$ cat src/rtl/uart_io_pkg.sv
// Shared definitions for the CPU-side UART I/O controller:
// FSM state encoding, the reserved null byte and the default IN timeout.
package uart_io_pkg;

    typedef enum logic {
        IDLE = 1'b0,
        WAIT = 1'b1
    } state_e;

    localparam logic [7:0]  NULL_BYTE              = 8'h00;
    localparam int unsigned DEFAULT_TIMEOUT_CYCLES = 50_000_000;

endpackage

$ cat src/rtl/uart_io_timeout_cnt.sv
// IN-timeout counter: cleared while idle, counts WAIT cycles and flags the last
// allowed cycle. A LIMIT of 0 disables expiry, so an IN waits forever.
module uart_io_timeout_cnt #(
    parameter int unsigned LIMIT = 16,
    parameter int unsigned CNT_W = 5
) (
    input  logic clk,
    input  logic reset,
    input  logic clear,
    input  logic enable,
    output logic expired
);

    localparam bit               ACTIVE = (LIMIT != 0);
    localparam logic [CNT_W-1:0] LAST   = ACTIVE ? CNT_W'(LIMIT - 1) : '0;

    logic [CNT_W-1:0] cnt_d, cnt_q;

    assign expired = ACTIVE && (cnt_q == LAST);

    // Counting stops at LAST; the compare bounds it, so no wrap is possible.
    always_comb begin
        cnt_d = cnt_q;
        if (clear) begin
            cnt_d = '0;
        end else if (enable && ACTIVE && !expired) begin
            cnt_d = cnt_q + 1'b1;
        end
    end

    always_ff @(posedge clk) begin
        if (reset) begin
            cnt_q <= '0;
        end else begin
            cnt_q <= cnt_d;
        end
    end

endmodule

$ cat src/rtl/uart_io_controller.sv
// Sequences CPU IN/OUT instructions onto the request/response byte link: one-entry
// receive buffer, stalling IN with timeout, and a one-byte OUT holding register.
module uart_io_controller
    import uart_io_pkg::*;
#(
    parameter int unsigned TIMEOUT_CYCLES = DEFAULT_TIMEOUT_CYCLES
) (
    input  logic       CLOCK_50,
    input  logic       reset,
    input  logic       cpu_rd_req,
    input  logic       cpu_wr_req,
    input  logic [7:0] cpu_wr_data,
    output logic       cpu_stall,
    output logic       cpu_rd_valid,
    output logic [7:0] cpu_rd_data,
    output logic       cpu_timeout,
    output logic       tx_pending,
    output logic       err_overrun,
    output logic       ser_receive_flag,
    output logic       ser_send_flag,
    output logic [7:0] ser_in,
    input  logic [7:0] ser_out
);

    localparam int unsigned CNT_W = (TIMEOUT_CYCLES > 0) ? $clog2(TIMEOUT_CYCLES + 1) : 1;

    state_e     state_d, state_q;
    logic [7:0] rx_hold_d, rx_hold_q;
    logic       rx_full_d, rx_full_q;
    logic [7:0] tx_hold_d, tx_hold_q;
    logic       tx_pending_d, tx_pending_q;
    logic       err_d, err_q;
    logic       rd_valid_d, rd_valid_q;
    logic       timeout_d, timeout_q;
    logic [7:0] rd_data_d, rd_data_q;
    logic       stall_q;
    logic       rx_flag_q;
    logic       byte_ev, rx_take;
    logic       cnt_clear, cnt_en, cnt_expired;

    uart_io_timeout_cnt #(
        .LIMIT (TIMEOUT_CYCLES),
        .CNT_W (CNT_W)
    ) u_timeout (
        .clk     (CLOCK_50),
        .reset   (reset),
        .clear   (cnt_clear),
        .enable  (cnt_en),
        .expired (cnt_expired)
    );

    assign byte_ev = (ser_out != NULL_BYTE);

    always_comb begin
        state_d      = state_q;
        rx_hold_d    = rx_hold_q;
        rx_full_d    = rx_full_q;
        tx_hold_d    = tx_hold_q;
        tx_pending_d = tx_pending_q;
        err_d        = err_q;
        rd_valid_d   = 1'b0;
        timeout_d    = 1'b0;
        rd_data_d    = rd_data_q;
        rx_take      = 1'b0;
        cnt_clear    = 1'b0;
        cnt_en       = 1'b0;

        case (state_q)
            IDLE: begin
                cnt_clear = 1'b1;
                if (cpu_rd_req && rx_full_q) begin
                    rd_valid_d = 1'b1;
                    rd_data_d  = rx_hold_q;
                    rx_full_d  = 1'b0;
                    rx_take    = byte_ev;
                end else if (cpu_rd_req && byte_ev) begin
                    rd_valid_d = 1'b1;
                    rd_data_d  = ser_out;
                end else if (cpu_rd_req) begin
                    state_d = WAIT;
                end else begin
                    rx_take = byte_ev;
                end
            end
            WAIT: begin
                if (byte_ev) begin
                    state_d    = IDLE;
                    rd_valid_d = 1'b1;
                    rd_data_d  = ser_out;
                end else if (cnt_expired) begin
                    state_d    = IDLE;
                    rd_valid_d = 1'b1;
                    timeout_d  = 1'b1;
                    rd_data_d  = NULL_BYTE;
                end else begin
                    cnt_en = 1'b1;
                end
            end
            default: state_d = IDLE;
        endcase

        // A byte arriving while the buffer is still full is lost, even if the
        // buffered byte is being read out in the same cycle.
        if (rx_take) begin
            if (rx_full_q) begin
                err_d = 1'b1;
            end else begin
                rx_hold_d = ser_out;
                rx_full_d = 1'b1;
            end
        end

        if (byte_ev && tx_pending_q) begin
            tx_pending_d = 1'b0;
            if (cpu_wr_req) begin
                err_d = 1'b1;
            end
        end else if (cpu_wr_req) begin
            if (tx_pending_q) begin
                err_d = 1'b1;
            end else begin
                tx_hold_d    = cpu_wr_data;
                tx_pending_d = 1'b1;
            end
        end
    end

    always_ff @(posedge CLOCK_50) begin
        if (reset) begin
            state_q      <= IDLE;
            rx_hold_q    <= '0;
            rx_full_q    <= 1'b0;
            tx_hold_q    <= '0;
            tx_pending_q <= 1'b0;
            err_q        <= 1'b0;
            rd_valid_q   <= 1'b0;
            timeout_q    <= 1'b0;
            rd_data_q    <= '0;
            stall_q      <= 1'b0;
            rx_flag_q    <= 1'b0;
        end else begin
            state_q      <= state_d;
            rx_hold_q    <= rx_hold_d;
            rx_full_q    <= rx_full_d;
            tx_hold_q    <= tx_hold_d;
            tx_pending_q <= tx_pending_d;
            err_q        <= err_d;
            rd_valid_q   <= rd_valid_d;
            timeout_q    <= timeout_d;
            rd_data_q    <= rd_data_d;
            stall_q      <= (state_d == WAIT);
            rx_flag_q    <= 1'b1;
        end
    end

    assign cpu_stall        = stall_q;
    assign cpu_rd_valid     = rd_valid_q;
    assign cpu_rd_data      = rd_data_q;
    assign cpu_timeout      = timeout_q;
    assign tx_pending       = tx_pending_q;
    assign err_overrun      = err_q;
    assign ser_receive_flag = rx_flag_q;
    assign ser_send_flag    = tx_pending_q;
    assign ser_in           = tx_hold_q;

endmodule

$ cat config.mk
export PLATFORM = sky130hd
export DESIGN_NAME = uart_io_controller
export DESIGN_NICKNAME = d
export VERILOG_FILES = /design/src/rtl/uart_io_pkg.sv /design/src/rtl/uart_io_timeout_cnt.sv /design/src/rtl/uart_io_controller.sv
export SDC_FILE = /design/constraint.sdc
export NUM_CORES = 1
export LEC_CHECK = 0
export ABC_CLOCK_PERIOD_IN_PS = 1900
export CAP_MARGIN = 20
export CORE_ASPECT_RATIO = 1.5
export CORE_UTILIZATION = 25
export DETAILED_ROUTE_END_ITERATION = 7
export HOLD_SLACK_MARGIN = 0.15
export SLEW_MARGIN = 20
export SYNTH_ARGS = -nofsm -noshare
export SYNTH_HDL_FRONTEND = slang
export SYNTH_SLANG_ARGS = --single-unit
$ cat constraint.sdc
create_clock -name CLOCK_50 -period 1.9 [get_ports CLOCK_50]
set_clock_uncertainty 0.2 [all_clocks]
set_input_delay 0.285 -clock CLOCK_50 [delete_from_list [all_inputs] [get_ports CLOCK_50]]
set_output_delay 0.285 -clock CLOCK_50 [all_outputs]
set_load 0.01 [all_outputs]
==> results.md, run 1 <==
- Area Overhead vs Synth: 65.7%
- Fillers: 983
- Num CTS Buffers: 9
- CTS Sinks: 57
- # port buffers: 42
- MaxCap Viol Count: 0
- GRT overflow: 0
- First-pass GRT wire length: 12200 um
- Mean Syn Cell Area: 8.81 um2
- Proportion of layout cells with a drive suffix above 1: 36.3%
- DR vias/cell: between 4 and 5
- Die height: 127 um
- Clock network latency to the later pin of the worst-skew pair: 0.32 ns
- Final Critical Period: approximately 1.9 ns
- Synth Cell Area: approximately 0.0026 mm2
- Status: completed
- Max-slew violations: 0
- Pre-antenna DRT Iters: 4
- Number of synthesized flops with an enable pin: 0
- Total negative slack: 0 ns
- Unrepaired setup endpoints after global routing: true
- Buf+Inv Stages, Crit Path: 1
- Critical Path Source Type: register
- Max H-tree Level: 3
- Crit path arrival time: around 1.9 ns
- Fmax: 533 MHz
- Starting density of the core: between 20% and 30%
- Yosys reg bits: 57
- Number of nets with antenna violations after routing: 0
- Vias in the first global route: about 2600
- DR WL/cell: 14.3 um
- Final Cycle Share: 98.7%
- Part of the Yosys area used for sequential elements: 43.9%
- CP max-delay cell: dfxtp_2
- Worst path required time: a little under 2 ns
- Ys Warns: 0
- Critical-path maximum fanout: 17
- Largest delay share family, worst path: simple AND/OR/NAND/NOR gates
- Post-route insts no fill: 530
- Dpl ws: -0.618 ns
- Clk pin slew, worst setup/hold paths: 0.05 ns
- Worst slew pin tran: 0.334 ns
- DRC errors left: 0
- Final core utilization: 42.5%
- Setup CP Type: reg -> reg
- CP peak stage delay: 0.33 ns
- Std-Cell Rows: 45
- Number of I/O pins: 43
- Crit path cell chain: nor4bb_4 -> and4_4 -> a21o_4 -> buf_12 -> a21oi_1 -> a311oi_1
- Synth Flop Type: dfxtp_1
- FF+latch area: roughly 0.0012 mm2
- Area of the multi-input gates: 0.00164 mm2
- Critical Path Sink Type: register
- Power Density: 737 mW/mm2
- Static leakage: 1.67 nW
- Worst hold path type: in -> reg
- Die width: 85.2 um
- Post-synth cell types: 41
- Ys async rst share: 0%
- Final setup viols: 0
- Placed Instances: 504
- Setup WS post-layout: 0.0245 ns
- Post-DP HPWL: 5450 um
- Initial antenna violation count: 0
- # diodes: 0
- Final Hold Vio Count: 0
- Max clock buf depth: 2
- VDD IR max: 0.563 mV
- GRT Overall Usage: 14.4%
- Core Footprint: 0.0101 mm2
- Nets@finish: 430
- CTS Root Cell: clkbuf_16
- Total power: 3.17 mW
- DR iter-0 viols: 112
- Syn nets: around 320
- TritonCTS clock tree: done
- Pin count of the biggest net entering global routing: 22
- Total number of vias: between 2000 and 3000
- Mapped Cells: 295
- Wirelength, routed: 7600 um
- Final RePlAce weighted congestion: 0.837
- Die ar.: 0.0108 mm2
- Max-slew headroom: approximately 78%
==> layer usage <==
metal  GRT usage (%)  share of wire [%]
met1            14.5                 39
met4            9.17                3.7
met3            3.45                2.7
met5               0                  0
met2            26.2                 55
==> tightest hold or removal path: stages <==
cell and delay (ns):
clkbuf_2 0.12, mux2i_1 0.14, a311oi_1 0.09
==> cell usage in the layout (no fill, tap or decap), drive strengths merged, types with 10 or more instances in the layout <==
cell type,count
clkdlybuf4s50,33
nand3,10
nor2,27
mux2i,17
buf,74
dfxtp,57
a21oi,28
nand2,38
clkbuf,14
==> synth_stat cells, types with 2 or more instances <==
cell type / instances / area [um2]
nor4_4: 3 / 63.8
xnor2_1: 9 / 78.8
clkbuf_1: 9 / 33.8
nand2_1: 38 / 143
nor3_1: 6 / 30.0
nor4_1: 6 / 37.5
buf_1: 2 / 7.51
o31ai_1: 5 / 37.5
nand2b_1: 2 / 12.5
and2_1: 4 / 25.0
nand3_1: 9 / 45.0
nand4_1: 9 / 56.3
o21a_1: 2 / 15.0
mux2i_1: 17 / 170
or4_1: 5 / 37.5
inv_1: 4 / 15.0
and3_1: 7 / 43.8
a21o_1: 2 / 15.0
buf_2: 2 / 10.0
nor2b_1: 3 / 18.8
nor2_1: 27 / 101
and4_1: 5 / 43.8
a311oi_1: 8 / 70.1
a21oi_1: 28 / 140
nor4b_1: 2 / 17.5
dfxtp_1: 57 / 1140
xor2_1: 3 / 26.3
o21ai_0: 6 / 30.0
or3_1: 3 / 18.8
==> logic make-up after synthesis <==
kind of cell | Yosys count | share of synthesized area [%]
and+or+nand+nor | 133 | 28.0
xor gates and xnor gates | 12 | 4.05
DFF | 57 | 43.9
muxes | 17 | 6.55
adders and majority gates | 1 | 0.482
AOI/OAI and AO/OA | 56 | 13.7
buffers and inverters | 19 | 3.28
==> report_power, final <==
| part | switching (mW) | total (mW) | internal, mW |
|---|---|---|---|
| logic | 0.107 | 0.249 | 0.142 |
| clock network | 0.520 | 1.66 | 1.15 |
| registers | 0.0232 | 1.26 | 1.23 |
==> flip-flops by register name (all words and copies together) (netlist names), 8 cells and up <==
register	cells
ser_in	8
cpu_rd_data	8
rx_hold_q	8
u_timeout.cnt_q	26
==> cell type report <==
type / instances / share of cell area [%]
Clock buffer: 13 / 6.51
Clock inverter: 2 / 0.814
Inverter: 4 / 0.349
Multi-Input combinational cell: 220 / 38.1
Sequential cell: 57 / 26.9
Tap cell: 117 / 3.40
Timing Repair Buffer: 117 / 23.9
==> worst paths after layout <==
kind | from | to | slack [ns] | cells past startpoint
worst max-delay path | u_timeout.cnt_q[7] | cpu_rd_data[3] | 0.02 | 6
worst min-delay path | ser_out[0] | cpu_rd_data[0] | 0.16 | 3
worst max register to register | u_timeout.cnt_q[7] | cpu_rd_data[3] | 0.02 | 6
worst min register to register | ser_in[2] | ser_in[2] | 0.25 | 2
==> stage by stage <==
step	hold slack, ns	cell area, um2
floorplan	0.170	2630
global placement	0.242	3620
CTS	0.250	4080
detailed placement	0.249	3620
global route	0.186	4300
finish	0.162	4300
==> repair_timing <==
action | in CTS | in global routing
endpoints found under the hold margin | 0 | 1
pin swaps | 14 | 21
setup buffers | 3 | 6
gates resized for setup | 39 | 47
cloned | 1 | 0
endpoints found under the setup margin | 45 | 37
hold buffers | 0 | 1
Note: power is estimated with default switching activity, not from simulation.
==> run 2: changes to the inputs <==
- CORE_MARGIN: unset -> 3
==> run 2 against run 1 <==
  * Routed wire length is 2.2% lower
  * Clock power is 15% lower
  * Total power is 7.5% lower
  * Largest cell class unchanged
  * Highest routed layer unchanged
  * Critical endpoint is now cpu_rd_data[7]
  * Non-clock buffer count is 6 higher
  * Largest power group unchanged
==> results.md, run 2 (same netlist as run 1, synthesis figures left out) <==
- Final Hold Vio Count: 0 (unchanged)
- Vias in the first global route: 2525 (was 2640)
- Final Cycle Share: 99.0% (was 98.7%)
- Worst path required time: 1.93 ns (about the same)
- DRC errors left: 0 (unchanged)
- Top reg by flops: u_timeout.cnt_q (unchanged)
- Post-DP HPWL: 5370 um (was 5450 um)
- Most common cell after layout, fill and taps aside: buf_4 (unchanged)
- Max-slew violations: 0 (unchanged)
- GRT Overall Usage: 12.9% (was 14.4%)
- Clk pin slew, worst setup/hold paths: 0.05 ns (about the same)
- Crit path arrival time: 1.91 ns (was 1.90 ns)
- Die ar.: 0.0117 mm2 (was 0.0108 mm2)
- Proportion of layout cells with a drive suffix above 1: 33.7% (was 36.3%)
- Starting density of the core: 25.6% (unchanged)
- Switching portion of total power: 21.9% (was 20.5%)
- Critical Path Source Type: register (unchanged)
- Max reg flops: 26 (unchanged)
- Worst hold path type: in -> reg (unchanged)
- Fillers: 998 (was 983)
- Unrepaired setup endpoints after global routing: true (unchanged)
- Number of I/O pins: 43 (unchanged)
- Setup WS post-layout: 0.0184 ns (was 0.0245 ns)
- Pre-antenna DRT Iters: 4 (unchanged)
- Combinational power share: 9.0% (was 7.8%)
- GRT overflow: 0 (unchanged)
- Clock network latency to the later pin of the worst-skew pair: 0.33 ns (was 0.32 ns)
- Max-slew headroom: 77.9% (was 77.5%)
- # port buffers: 42 (unchanged)
- Final setup viols: 0 (unchanged)
- DR vias/cell: 4.88 (was 4.98)
- Wirelength, routed: 7440 um (was 7600 um)
- TritonCTS clock tree: done (unchanged)
- Nets@finish: 436 (was 430)
- DR WL/cell: 13.9 um (was 14.3 um)
- Die height: 131 um (was 127 um)
- Static leakage: 1.67 nW (about the same)
- Total number of vias: 2614 (was 2640)
- First-pass GRT wire length: 11600 um (was 12200 um)
- Power Density: 688 mW/mm2 (was 737 mW/mm2)
- Std-Cell Rows: 45 (unchanged)
- Setup CP Type: reg -> reg (unchanged)
- Final Critical Period: 1.88 ns (about the same)
- DR iter-0 viols: 83 (was 112)
- Area Overhead vs Synth: 64.2% (was 65.7%)
- Status: completed (unchanged)
- Max clock buf depth: 2 (unchanged)
- Die width: 89.2 um (was 85.2 um)
- Fmax: 531 MHz (was 533 MHz)
- Dpl ws: -0.732 ns (was -0.618 ns)
- Core Footprint: 0.0101 mm2 (unchanged)
- Commonest non-fill, non-tap cells in the layout: buf_4, dfxtp_1, nand2_1 (unchanged)
- CTS Root Cell: clkbuf_16 (unchanged)
- Worst slew pin tran: 0.331 ns (was 0.334 ns)
- Clock power frac: 48.1% (was 52.5%)
- MaxCap Viol Count: 0 (unchanged)
- CTS Sinks: 57 (unchanged)
- Psw: 641 uW (was 650 uW)
- Max H-tree Level: 3 (unchanged)
- Area of the multi-input gates: 0.00161 mm2 (was 0.00164 mm2)
- Placed Instances: 512 (was 504)
- Cell Area, Placed: 0.00368 mm2 (was 0.00362 mm2)
- # diodes: 0 (unchanged)
- Initial antenna violation count: 0 (unchanged)
- Critical Path Sink Type: register (unchanged)
- Post-route insts no fill: 536 (was 530)
- FF+latch area: 0.00115 mm2 (was 0.00116 mm2)
- Final RePlAce weighted congestion: 0.843 (was 0.837)
- Pin count of the biggest net entering global routing: 27 (was 22)
- Critical-path maximum fanout: 5 (was 17)
- Number of nets with antenna violations after routing: 0 (unchanged)
- Reg-to-reg slack, setup: 0.02 ns (about the same)
- Final instance area: 0.00427 mm2 (was 0.00430 mm2)
- VDD IR max: 0.645 mV (was 0.563 mV)
- Sequential Power Share: 42.9% (was 39.7%)
- P_int: 2.29 mW (was 2.52 mW)
- Num CTS Buffers: 9 (unchanged)
## run 2: cell types whose count changed in the layout (fill, tap and decap cells not counted), sizes merged
cell,before,now
buf,74,79
bufinv,1,0
clkinv,1,0
clkbuf,14,18
clkdlybuf4s15,2,1
## run 2: cell type report
class                   count  share of cell area, %
well taps                 117                   3.43
repair buffers            123                   25.3
inverters                   4                  0.352
flip-flops and latches     57                   27.1
multi-input cells         220                   37.8
clock buffers              15                   6.04
## run 2: critical path: stages (launching register included)
cell and delay [ns]:
dfxtp_2 0.34, nor4b_4 0.30, and4_4 0.28, a21o_4 0.18, clkbuf_16 0.15, a21oi_1 0.08
a311oi_2 0.24
## run 2: worst paths after layout
path                       startpoint        endpoint  depth (start not counted)
setup / recovery  u_timeout.cnt_q[11]  cpu_rd_data[7]                          6
hold / removal             ser_out[2]    rx_hold_q[2]                          4
setup reg to reg  u_timeout.cnt_q[11]  cpu_rd_data[7]                          6
hold reg to reg             ser_in[3]       ser_in[3]                          2
## run 2: routing by layer
layer  track usage [%]  vias to the layer above  routed length [um]
met5                 0                        -                   0
met4              7.19                        0                 117
met3              3.95                       13                 185
met2              22.2                       37                4130
met1              13.9                     1246                3000
li1                  -                     1318                   -
## run 2: repair_timing
action / CTS / global route
setup buffers: 3 / 3
gates resized for setup: 24 / 45
hold buffers: 0 / 1
pin swaps: 10 / 15
gates cloned: 0 / 2
setup endpoints to repair: 45 / 37
endpoints found under the hold margin: 0 / 1
## run 2: metrics by stage
step / hold slack, ns / TNS (ns) / util (%) / total power [mW]
after CTS: 0.241 / 0 / 39.7 / 2.96
after global routing: 0.233 / -0.656 / 42.1 / 3.05
after floorplan: 0.170 / 0 / - / 1.38
final: 0.194 / 0 / 42.1 / 2.93
after global placement: 0.243 / -24.39 / 36.3 / 1.53
after detailed placement: 0.250 / -24.98 / 36.3 / 1.53
## run 2: power by group through the flow
| stage | registers, mW | logic (mW) | clock network, mW |
|---|---|---|---|
| after floorplan | 1.29 | 0.0921 | 0 |
| after global placement | 1.28 | 0.244 | 0 |
| after detailed placement | 1.28 | 0.248 | 0 |
| after CTS | 1.26 | 0.250 | 1.46 |
| after global routing | 1.26 | 0.287 | 1.50 |
| final | 1.26 | 0.264 | 1.41 |
==> run 3: changes to the inputs <==
- TNS_END_PERCENT: unset -> 30
==> run 3 against run 2 <==
  * The flow now finishes with violations (setup timing)
  * Non-clock buffer count rose by 3
  * Core utilization rose by 1.2 points
  * Sequential cell count did not move
  * Sequential share of layout area fell by 0.65 points
  * Cell area rose by 2.8%
  * Routed wire length rose by 4.5%
  * Setup slack got worse by 0.075 ns
  * Critical path type unchanged
==> results.md, run 3 (same netlist as run 1, synthesis figures left out) <==
- Die height: 131 um (unchanged)
- Switching portion of total power: 21.0% (was 21.9%)
- First-pass GRT wire length: 12100 um (was 11600 um)
- Failing checks: setup timing
- Worst hold path type: reg -> reg (was in -> reg)
- Critical Path Sink Type: register (unchanged)
- GRT overflow: 0 (unchanged)
- # diodes: 0 (unchanged)
- Post-CTS Hold Buffers: 0 (unchanged)
- Sequential Power Share: 38.8% (was 42.9%)
- Cell Area, Placed: 0.00367 mm2 (was 0.00368 mm2)
- Status: complete, but fails checks (was completed)
- Critical Path Source Type: register (unchanged)
- Proportion of layout cells with a drive suffix above 1: 36.4% (was 33.7%)
- Fillers: 972 (was 998)
- Setup WS post-layout: -0.0568 ns (was 0.0184 ns)
- Max H-tree Level: 3 (unchanged)
- DR WL/cell: 14.4 um (was 13.9 um)
- Combinational power share: 8.0% (was 9.0%)
- Clock network latency to the later pin of the worst-skew pair: 0.33 ns (about the same)
- Crit path arrival time: 2.02 ns (was 1.91 ns)
- Final Cycle Share: 103% (was 99.0%)
- Most common cell after layout, fill and taps aside: buf_4 (unchanged)
- Area Overhead vs Synth: 68.8% (was 64.2%)
- Pre-antenna DRT Iters: 4 (unchanged)
- Area of the multi-input gates: 0.00164 mm2 (was 0.00161 mm2)
- Unrepaired setup endpoints after global routing: true (unchanged)
- R2R Path End: u_timeout.cnt_q[4] (was cpu_rd_data[7])
- Top reg by flops: u_timeout.cnt_q (unchanged)
- Core Footprint: 0.0101 mm2 (unchanged)
- Psw: 679 uW (was 641 uW)
- Worst path required time: 1.96 ns (was 1.93 ns)
- GRT Overall Usage: 13.5% (was 12.9%)
- Max-slew violations: 0 (unchanged)
- Placed Instances: 511 (was 512)
- Vias in the first global route: 2602 (was 2525)
- Num CTS Buffers: 9 (unchanged)
- Setup CP Type: reg -> reg (unchanged)
- Max reg flops: 26 (unchanged)
- Commonest non-fill, non-tap cells in the layout: buf_4, dfxtp_1, nand2_1 (unchanged)
- Wirelength, routed: 7770 um (was 7440 um)
- Fmax: 511 MHz (was 531 MHz)
- # port buffers: 42 (unchanged)
- Total number of vias: 2677 (was 2614)
- Clk pin slew, worst setup/hold paths: 0.05 ns (about the same)
- Max-slew headroom: 76.0% (was 77.9%)
- Std-Cell Rows: 45 (unchanged)
- DR iter-0 viols: 73 (was 83)
- FF+latch area: 0.00116 mm2 (was 0.00115 mm2)
- Post-DP HPWL: 5480 um (was 5370 um)
- Sink of the worst hold path: ser_in[6] (was rx_hold_q[2])
- Final setup viols: 11 (was 0)
- Critical-path maximum fanout: 5 (unchanged)
- Reg-to-reg slack, setup: -0.06 ns (was 0.02 ns)
- DR vias/cell: 4.96 (was 4.88)
- Worst hold path stage count: 2 (was 4)
- Clock power frac: 53.2% (was 48.1%)
- Number of nets with antenna violations after routing: 0 (unchanged)
- Die ar.: 0.0117 mm2 (unchanged)
- P_int: 2.56 mW (was 2.29 mW)
- Power Density: 739 mW/mm2 (was 688 mW/mm2)
- Initial antenna violation count: 0 (unchanged)
- Hold_sp: ser_in[6] (was ser_out[2])
- Hold Slack: 0.253 ns (was 0.194 ns)
- Depth of the most critical reg-to-reg path: 7 (was 6)
- Die width: 89.2 um (unchanged)
- Final Critical Period: 1.96 ns (was 1.88 ns)
- Static leakage: 1.72 nW (was 1.67 nW)
- Pin count of the biggest net entering global routing: 20 (was 27)
- CTS Root Cell: clkbuf_16 (unchanged)
- DRC errors left: 0 (unchanged)
- Final Hold Vio Count: 0 (unchanged)
- MaxCap Viol Count: 0 (unchanged)
- TritonCTS clock tree: done (unchanged)
- Number of I/O pins: 43 (unchanged)
- VDD IR max: 0.692 mV (was 0.645 mV)
- CTS Sinks: 57 (unchanged)
- Final instance area: 0.00438 mm2 (was 0.00427 mm2)
- Final core utilization: 43.3% (was 42.1%)
- Worst slew pin tran: 0.360 ns (was 0.331 ns)
- Total negative slack: -0.345 ns (was 0 ns)
- Nets@finish: 439 (was 436)
- Starting density of the core: 25.6% (unchanged)
- Post-route insts no fill: 540 (was 536)
- Final RePlAce weighted congestion: 0.839 (was 0.843)
- Max clock buf depth: 2 (unchanged)
- R2R Path Start: u_timeout.cnt_q[17] (was u_timeout.cnt_q[11])
## run 3: cell types whose count changed in the layout (fill, tap and decap cells not counted), sizes merged
cell / previous run / this run
dlygate4sd2: 5 / 8
clkbuf: 18 / 11
clkdlybuf4s15: 1 / 0
bufinv: 0 / 2
dlygate4sd3: 1 / 0
buf: 79 / 84
clkinv: 0 / 3
## run 3: routing by layer
metal / vias up / part of all wire [%] / GRT usage, %
li1: 1319 / - / -
met1: 1295 / 38 / 13.5
met2: 45 / 56 / 24.7
met3: 18 / 2.6 / 2.82
met4: 0 / 3.2 / 8.06
met5: - / 0 / 0
## run 3: layout make-up
type / instances / area share (%)
well taps: 117 / 3.34
flip-flops and latches: 57 / 26.4
inverters: 4 / 0.342
clock inverters: 5 / 1.80
multi-input cells: 220 / 37.5
repair buffers: 126 / 25.1
clock buffers: 11 / 5.54
## run 3: power groups by stage
stage,logic (mW),clock network (mW),registers [mW]
5_1_grt,0.280,1.80,1.26
3_5_place_dp,0.251,0,1.28
4_1_cts,0.256,1.76,1.26
3_3_place_gp,0.247,0,1.28
2_1_floorplan,0.0921,0,1.29
6_report,0.259,1.72,1.26
## run 3: through the flow
step / total power, mW / setup WS [ns]
after floorplan: 1.38 / -0.0356
after global placement: 1.53 / -0.620
after detailed placement: 1.53 / -0.689
after CTS: 3.27 / 0.00161
after global routing: 3.34 / -0.128
final: 3.24 / -0.0568
## run 3: timing repair
| action | 4_1_cts | 5_1_grt |
|---|---|---|
| gates cloned | 1 | 0 |
| endpoints found under the hold margin | 0 | 0 |
| pin swaps | 12 | 17 |
| endpoints found under the setup margin | 43 | 31 |
| resized for setup | 38 | 38 |
| buffers inserted | 8 | 4 |
## run 3: worst max-delay path by stage
stage / slack [ns] / startpoint / cells after the start / endpoint
2_1_floorplan: -0.04 / u_timeout.cnt_q[8] / 7 / cpu_rd_data[7]
3_3_place_gp: -0.62 / ser_out[0] / 6 / u_timeout.cnt_q[15]
3_5_place_dp: -0.69 / ser_out[0] / 6 / u_timeout.cnt_q[22]
4_1_cts: 0.002 / u_timeout.cnt_q[18] / 7 / cpu_rd_data[4]
5_1_grt: -0.13 / u_timeout.cnt_q[11] / 7 / cpu_rd_data[4]
6_report: -0.06 / u_timeout.cnt_q[17] / 7 / u_timeout.cnt_q[4]
## run 3: critical path, stage by stage, from the launching register on
cell and delay [ns]:
dfxtp_1 0.32, nor4b_4 0.13, buf_4 0.14, and4_4 0.18, buf_4 0.14, a21o_2 0.24, or4_4 0.42, a21oi_2 0.13
==> RTL edit (config.mk and constraints of run 2) <==
Change the package constant `DEFAULT_TIMEOUT_CYCLES` from 50_000_000 to 100_000_000.
--- a/src/rtl/uart_io_pkg.sv
+++ b/src/rtl/uart_io_pkg.sv
@@ -10,3 +10,3 @@
     localparam logic [7:0]  NULL_BYTE              = 8'h00;
-    localparam int unsigned DEFAULT_TIMEOUT_CYCLES = 50_000_000;
+    localparam int unsigned DEFAULT_TIMEOUT_CYCLES = 100_000_000;
 
Formal check against the unedited RTL: no difference found for any inputs over 10 cycles, from zero or initial values and one cycle with reset high; that may be too few to reach the edited logic, so the function may still have changed.
==> RTL edit against run 2 <==
The flow now finishes with violations (setup timing); total power rose by 2.3%; sequential cell count rose by 1; maximum frequency fell by 8.4%; wire length rose by 2.0%; global-route usage fell by 0.52 points; cell count rose by 5.2%; worst hold slack improved by 0.032 ns; worst setup slack got worse by 0.17 ns; critical path depth did not move; via count rose by 3.5%; synthesized area rose by 6.1%; die area rose by 5.7%; final area rose by 5.3%.
==> RTL edit: results (changes against run 2) <==
Internal 2.35 mW (+2.4%); area fraction in compound gates after synthesis 0.144 (+0.00761); Leak Pwr 1.76 nW (+5.5%); mux contribution to synthesized area 0.0618 (-0.00375); Critical R2R Launch u_timeout.cnt_q[10]; cts repair resizes 52 (+120%); Setup Buffers After CTS 12 (+9); GR Util All Layers 0.124 (-0.00520); setup slack after layout -0.155 ns (-0.173 ns); Syn Nets 319 (+0.95%); met1 Usage GRT 0.133 (-0.00544); largest cells by area after synthesis dfxtp_1 (42%), mux2i_1 (6.2%), a21oi_1 (5.6%), nand2_1 (4.6%), a311oi_2 (4.4%); final-report setup violation count 28 (+28); wire per inst 13.5 um (-3.0%); status finished, violations left; share of cells above drive strength 1 0.379 (+0.0421); layout filler cell count 1013 (+1.5%); met1 WL 2980 um (-0.73%); hold depth 3 (-1); failing checks setup timing; delay of the slowest critical-path stage 0.52 ns (+0.18 ns); DRT Pass-1 Iters 6 (+2); first-pass GRT wire length 12300 um (+6.0%); adder-cell share of the synthesized area 0.00454 (-0.000276); CP Max Fanout 9 (+4); Setup WS pre-CTS -0.757 ns (-0.0250 ns); Comb power 0.281 mW (+6%); Cell Pwr Density 668 mW/mm^2 (-2.9%); final setup TNS -2.43 ns (-2.43 ns); vias in the first global route 2628 (+4.1%); Hold Path Sink rx_hold_q[1]
[RTL edit: changes by cell type after synthesis, sizes merged, moves of 3 or more]
cell and delta:
a21oi +4, and3 -6, nand2 -3, nand4 +3, nor4 +3, or3 +6
[RTL edit: layout make-up]
class / instances / area share
multi-input cells: 220 / 0.391
inverters: 6 / 0.00501
well taps: 144 / 0.0401
flip-flops and latches: 58 / 0.261
repair buffers: 123 / 0.245
clock buffers: 13 / 0.0579
[RTL edit: worst max-delay path by stage]
stage	endpoint	slack, ns	cells after the start	from
after floorplan	cpu_rd_data[0]	-0.08	6	u_timeout.cnt_q[13]
after global placement	rx_hold_q[6]	-0.67	6	ser_out[0]
after detailed placement	rx_hold_q[2]	-0.76	6	ser_out[0]
after CTS	cpu_rd_data[7]	-0.18	5	u_timeout.cnt_q[10]
after global routing	cpu_rd_data[7]	-0.26	6	u_timeout.cnt_q[12]
final	cpu_rd_data[7]	-0.16	6	u_timeout.cnt_q[10]
